[src/rtl/pdm_tx_pkg.sv]
// Shared PDM-path constants, widths and the integrator saturation helper.
// Used by the transmitter today, meant to be reused by the CIC and audio clock blocks.
package pdm_tx_pkg;
    localparam int W      = 16;
    localparam int LOG2_R = 6;
    localparam int ACC_W  = W + 4;
    localparam int ACC_IW = W + LOG2_R + 1;
    localparam int SUM_W  = ACC_W + 2;

    localparam int SAT_MAX_I = (1 << (ACC_W - 1)) - 1;
    localparam logic signed [SUM_W-1:0] FS      = SUM_W'(1 << (W - 1));
    localparam logic signed [SUM_W-1:0] SAT_MAX = SUM_W'(SAT_MAX_I);
    localparam logic signed [SUM_W-1:0] SAT_MIN = -SAT_MAX - 1;

    function automatic logic signed [ACC_W-1:0] sat_acc(input logic signed [SUM_W-1:0] v);
        logic signed [SUM_W-1:0] c;
        if (v > SAT_MAX)      c = SAT_MAX;
        else if (v < SAT_MIN) c = SAT_MIN;
        else                  c = v;
        return ACC_W'(c);
    endfunction
endpackage

[src/rtl/pdm_tx_sdm2.sv]
// 2nd-order saturating sigma-delta modulator, one output bit per en strobe.
// Latency: x sampled on an en cycle shows up on pdm_out after that edge.
// Backpressure: none, state holds whenever en is low.
module pdm_sdm2
    import pdm_tx_pkg::*;
(
    input  logic                clk,
    input  logic                reset,
    input  logic                en,
    input  logic signed [W-1:0] x,
    output logic                pdm_out
);
    logic signed [ACC_W-1:0] i1_q, i1_d, i2_q, i2_d;
    logic                    pdm_q, pdm_d;
    logic signed [SUM_W-1:0] fb, s1, s2;

    // Sums are formed two bits wider than the integrators so the clamp sees the true value.
    always_comb begin
        fb    = pdm_q ? FS : -FS;
        s1    = SUM_W'(i1_q) + SUM_W'(x) - fb;
        i1_d  = sat_acc(s1);
        s2    = SUM_W'(i2_q) + SUM_W'(i1_d) - fb;
        i2_d  = sat_acc(s2);
        pdm_d = ~i2_d[ACC_W-1];
    end

    always_ff @(posedge clk) begin
        if (reset) begin
            i1_q  <= '0;
            i2_q  <= '0;
            pdm_q <= 1'b0;
        end else if (en) begin
            i1_q  <= i1_d;
            i2_q  <= i2_d;
            pdm_q <= pdm_d;
        end
    end

    assign pdm_out = pdm_q;
endmodule

[src/rtl/pdm_tx.sv]
// PCM-to-PDM transmitter: one-entry holding buffer, linear interpolator, 2nd-order SDM.
// Latency: a sample accepted before en_pcm k drives x from en_pcm k+1, pdm_out one en_pdm later.
// Backpressure: din_ready drops while the holding buffer is full; en_pcm on empty pulses underrun.
module pdm_tx
    import pdm_tx_pkg::*;
(
    input  logic         clk,
    input  logic         reset,
    input  logic         en_pdm,
    input  logic         en_pcm,
    input  logic [W-1:0] din,
    input  logic         din_valid,
    output logic         din_ready,
    output logic         pdm_out,
    output logic         underrun
);
    logic                     full_q, full_d;
    logic signed [W-1:0]      nb_q, nb_d;
    logic signed [W-1:0]      t_q, t_d;
    logic signed [W:0]        step_q, step_d, step_new;
    logic signed [ACC_IW-1:0] acc_q, acc_d, t_ext;
    logic                     under_q, under_d;
    logic signed [W-1:0]      x;

    always_comb begin
        step_new = (W+1)'(nb_q) - (W+1)'(t_q);
        t_ext    = ACC_IW'(t_q) <<< LOG2_R;
        full_d   = full_q;
        nb_d     = nb_q;
        t_d      = t_q;
        step_d   = step_q;
        acc_d    = acc_q;
        under_d  = 1'b0;
        if (en_pcm) begin
            // Restart each period from the exact previous target so rounding never accumulates.
            if (full_q) begin
                step_d = step_new;
                t_d    = nb_q;
                acc_d  = t_ext + (en_pdm ? ACC_IW'(step_new) : '0);
                full_d = 1'b0;
            end else begin
                under_d = 1'b1;
                step_d  = '0;
                acc_d   = t_ext;
                if (din_valid) begin
                    nb_d   = din;
                    full_d = 1'b1;
                end
            end
        end else begin
            if (en_pdm) acc_d = acc_q + ACC_IW'(step_q);
            if (din_valid && !full_q) begin
                nb_d   = din;
                full_d = 1'b1;
            end
        end
    end

    always_ff @(posedge clk) begin
        if (reset) begin
            full_q  <= 1'b0;
            nb_q    <= '0;
            t_q     <= '0;
            step_q  <= '0;
            acc_q   <= '0;
            under_q <= 1'b0;
        end else begin
            full_q  <= full_d;
            nb_q    <= nb_d;
            t_q     <= t_d;
            step_q  <= step_d;
            acc_q   <= acc_d;
            under_q <= under_d;
        end
    end

    assign x         = W'(acc_q >>> LOG2_R);
    assign din_ready = ~full_q;
    assign underrun  = under_q;

    pdm_sdm2 u_sdm (
        .clk     (clk),
        .reset   (reset),
        .en      (en_pdm),
        .x       (x),
        .pdm_out (pdm_out)
    );
endmodule
[config.mk]
export PLATFORM = sky130hd
export DESIGN_NAME = pdm_tx
export DESIGN_NICKNAME = d
export VERILOG_FILES = /design/src/rtl/pdm_tx_pkg.sv /design/src/rtl/pdm_tx_sdm2.sv /design/src/rtl/pdm_tx.sv
export SDC_FILE = /design/constraint.sdc
export NUM_CORES = 1
export LEC_CHECK = 0
export CAP_MARGIN = 20
export CELL_PAD_IN_SITES_DETAIL_PLACEMENT = 1
export CELL_PAD_IN_SITES_GLOBAL_PLACEMENT = 2
export CORE_ASPECT_RATIO = 0.8
export CORE_MARGIN = 2
export CORE_UTILIZATION = 38
export DETAILED_ROUTE_END_ITERATION = 6
export MAX_ROUTING_LAYER = met4
export PLACE_DENSITY = 0.92
export SYNTH_ARGS = -nofsm -noshare
export SYNTH_HDL_FRONTEND = slang
export SYNTH_HIERARCHICAL = 1
export SYNTH_SLANG_ARGS = --single-unit
[constraint.sdc]
create_clock -name clk -period 7.5 [get_ports clk]
set_input_delay 0.75 -clock clk [delete_from_list [all_inputs] [get_ports clk]]
set_output_delay 0.75 -clock clk [all_outputs]
set_load 0.02 [all_outputs]
==> impl_metrics.ini <==
[drt]
via_per_inst = 5.54
wirelength_um = 30900
drt_pass1_iterations = 4
drtIter0Drc = 564
route.vias.total = 9313
wl_per_cell_um = 18.4
drc = 0
drtAntennaViolNets = 0

[sta]
finalCritPeriodShare_pct = 92.2
fin_crit_ns = 6.91
fmax_mhz = 145
finalSetupViolCount = 0
final.setup.tns_ns = 0
maxSlewViolCount = 0
rsz0062_at_grt = no
worstMarginPinSlew_ns = 1.04
relSlewSlack_pct = 30.5
finalHoldViolCount = 0
fin_skew_ns = 0.0148
worst_slack_ns = 0.587

[min_path]
hp-class = flip-flop to flip-flop

[logic_synthesis]
synth.area.top_cells = dfxtp_1 (23%), ha_1 (15%), a21oi_1 (6.8%)
synth.most_common_cell = inv_1
yosysSeqAreaShare_pct = 22.8
synth_flop_cell = dfxtp_1
yosysTopAreaCell = dfxtp_1
synth_edf_count = 0
synth_nets = 1464
yosys_register_bits = 114
yosysWarnings = 6
synth.top_cell.area_share_pct = 22.8
synth.distinct_cells = 82
synth.avg_cell_area_um2 = 7.64
netlist_instances = 1309
yosys-top-cells-count = inv_1 (148), nand2_1 (140), a21oi_1 (136)
async_reset_ff_share_pct = 0
netlist_area_mm2 = 0.0100

[setup_path]
slowest_stage = fa_1
path_max_fanout = 15
cp_slowest_stage_delay_ns = 0.56
critPathArrivalTime_ns = 7.23
worst_setup_path_end_kind = flip-flop
critical_path_class = flip-flop to flip-flop
crit_path_start_kind = flip-flop
cpMostUsedCell = a21oi_1
worstPathRequired_ns = 7.81

[clock_tree]
post_cts_buffers = 0
ctsLongestPathBuffers = 2
ctsHtreeMaxLevel = 4
cts-root-buf = clkbuf_16
clock_sinks = 114
insertion_delay_ns = 0.43
path_clk_slew_ns = 0.06
numCtsBuffers = 17
cts_tree = yes

[final_layout]
area_growth_pct = 11.6
drive_gt1_share_pct = 5.59
stdcell_count = 1680
multi_input_area_mm2 = 0.00699
antenna_cells = 0
fill_cells = 3190
design_area_mm2 = 0.0112
finalNetCount = 1465
register_area_mm2 = 0.00228

[placement]
dpl_worst_slack_ns = 0.150
place.port_buffers = 23
dpl.hpwl_um = 22800
gp_congestion = 0.875
dp.cells = 1647
place_area_mm2 = 0.0106

[floorplan]
core_area_mm2 = 0.0261
fp.dieW_um = 185
die_area_mm2 = 0.0276
rows = 53
die_h_um = 149
initial_core_util_pct = 38.4
boundaryPins = 24

[grt]
gr-total-overflow = 0
grt_pass1_vias = 9201
grt_pass1_wl_um = 49700
antenna_found_initial = 0
grt_usage_pct = 23.5
grt_start_max_net_pins = 95

[flow_run]
cap_viol_max_count = 0

[outcome]
status = complete, no violations
routing by layer:
metal  track usage (%)  wire length (um)
met1              34.6             16300
met2              33.7             13000
met3              4.03              1420
met4              4.40               256
met5                 -                 0
cell usage in the layout, fill, tap and decap left out, types with 5 or more instances in the layout:
cell type and count:
a211oi_1 33, a21o_1 28, a21oi_1 134, a221oi_1 7, a22oi_1 9, a311oi_1 17
a31oi_1 12, and2_1 12, and3_1 6, buf_4 14, clkbuf_16 17, clkdlybuf4s50_1 21
dfxtp_1 113, fa_1 11, ha_1 123, inv_1 148, mux2i_1 21, nand2_1 139
nand2b_1 15, nand3_1 9, nand4_1 5, nor2_1 119, nor2b_1 18, nor3_1 25
o211ai_1 8, o21a_1 13, o21ai_0 39, o21ai_1 8, o21bai_1 8, o31ai_1 6
or3_1 8, xnor2_1 55, xor2_1 17
cell families (layout without fill, tap and decap cells):
| family | after synthesis | count (layout) | synth area share, % |
|---|---|---|---|
| compound gates | 385 | 385 | 26.0 |
| simple gates | 381 | 381 | 17.5 |
| buf+inv | 202 | 216 | 7.67 |
| fa+ha+maj | 134 | 134 | 17.6 |
| flops | 114 | 114 | 22.8 |
| xor+xnor | 72 | 72 | 6.31 |
| mux | 21 | 21 | 2.10 |
path summary, 6_finish.rpt:
path                  from        endpoint  slack (ns)  depth (start not counted)
max          u_sdm/pdm_out  u_sdm/i2_q[12]        0.59                         28
min              step_q[4]       step_q[4]        0.47                          2
max reg2reg  u_sdm/pdm_out  u_sdm/i2_q[12]        0.59                         28
min reg2reg      step_q[4]       step_q[4]        0.47                          2
registers in the layout, indices dropped and copies added (netlist names), 16 cells and up:
register    flops
acc_q          22
u_sdm/i1_q     20
nb_q           16
t_q            16
step_q         17
u_sdm/i2_q     20
per-stage QoR:
stage          utilization (%)  hold WS (ns)
2_1_floorplan                -         0.445
3_3_place_gp              40.5         0.459
3_5_place_dp              40.5         0.466
4_1_cts                   42.7         0.476
5_1_grt                   42.8         0.489
6_report                  42.8         0.472
critical path, delay by kind of cell (launching register included):
family / cells / cell delay [ns]
compound gates: 17 / 4.07
fa+ha+maj: 4 / 1.47
flops: 1 / 0.33
simple gates: 3 / 0.39
buf+inv: 4 / 0.54
layout make-up:
| type | instances | share of cell area (%) |
|---|---|---|
| clock inverters | 14 | 1.15 |
| clock buffers | 18 | 3.93 |
| repair buffers | 35 | 2.83 |
| inverters | 149 | 5.01 |
| multi-input cells | 993 | 62.6 |
| flip-flops and latches | 114 | 20.5 |
| well taps | 357 | 4.00 |
what timing repair did:
item	4_1_cts	5_1_grt
hold buffers	0	0
resized for setup	0	8
setup endpoints to repair	0	19
Power is left out: the tool's default activity adds up to more than one toggle a clock period on the data nets, which glitch-free logic cannot reach.
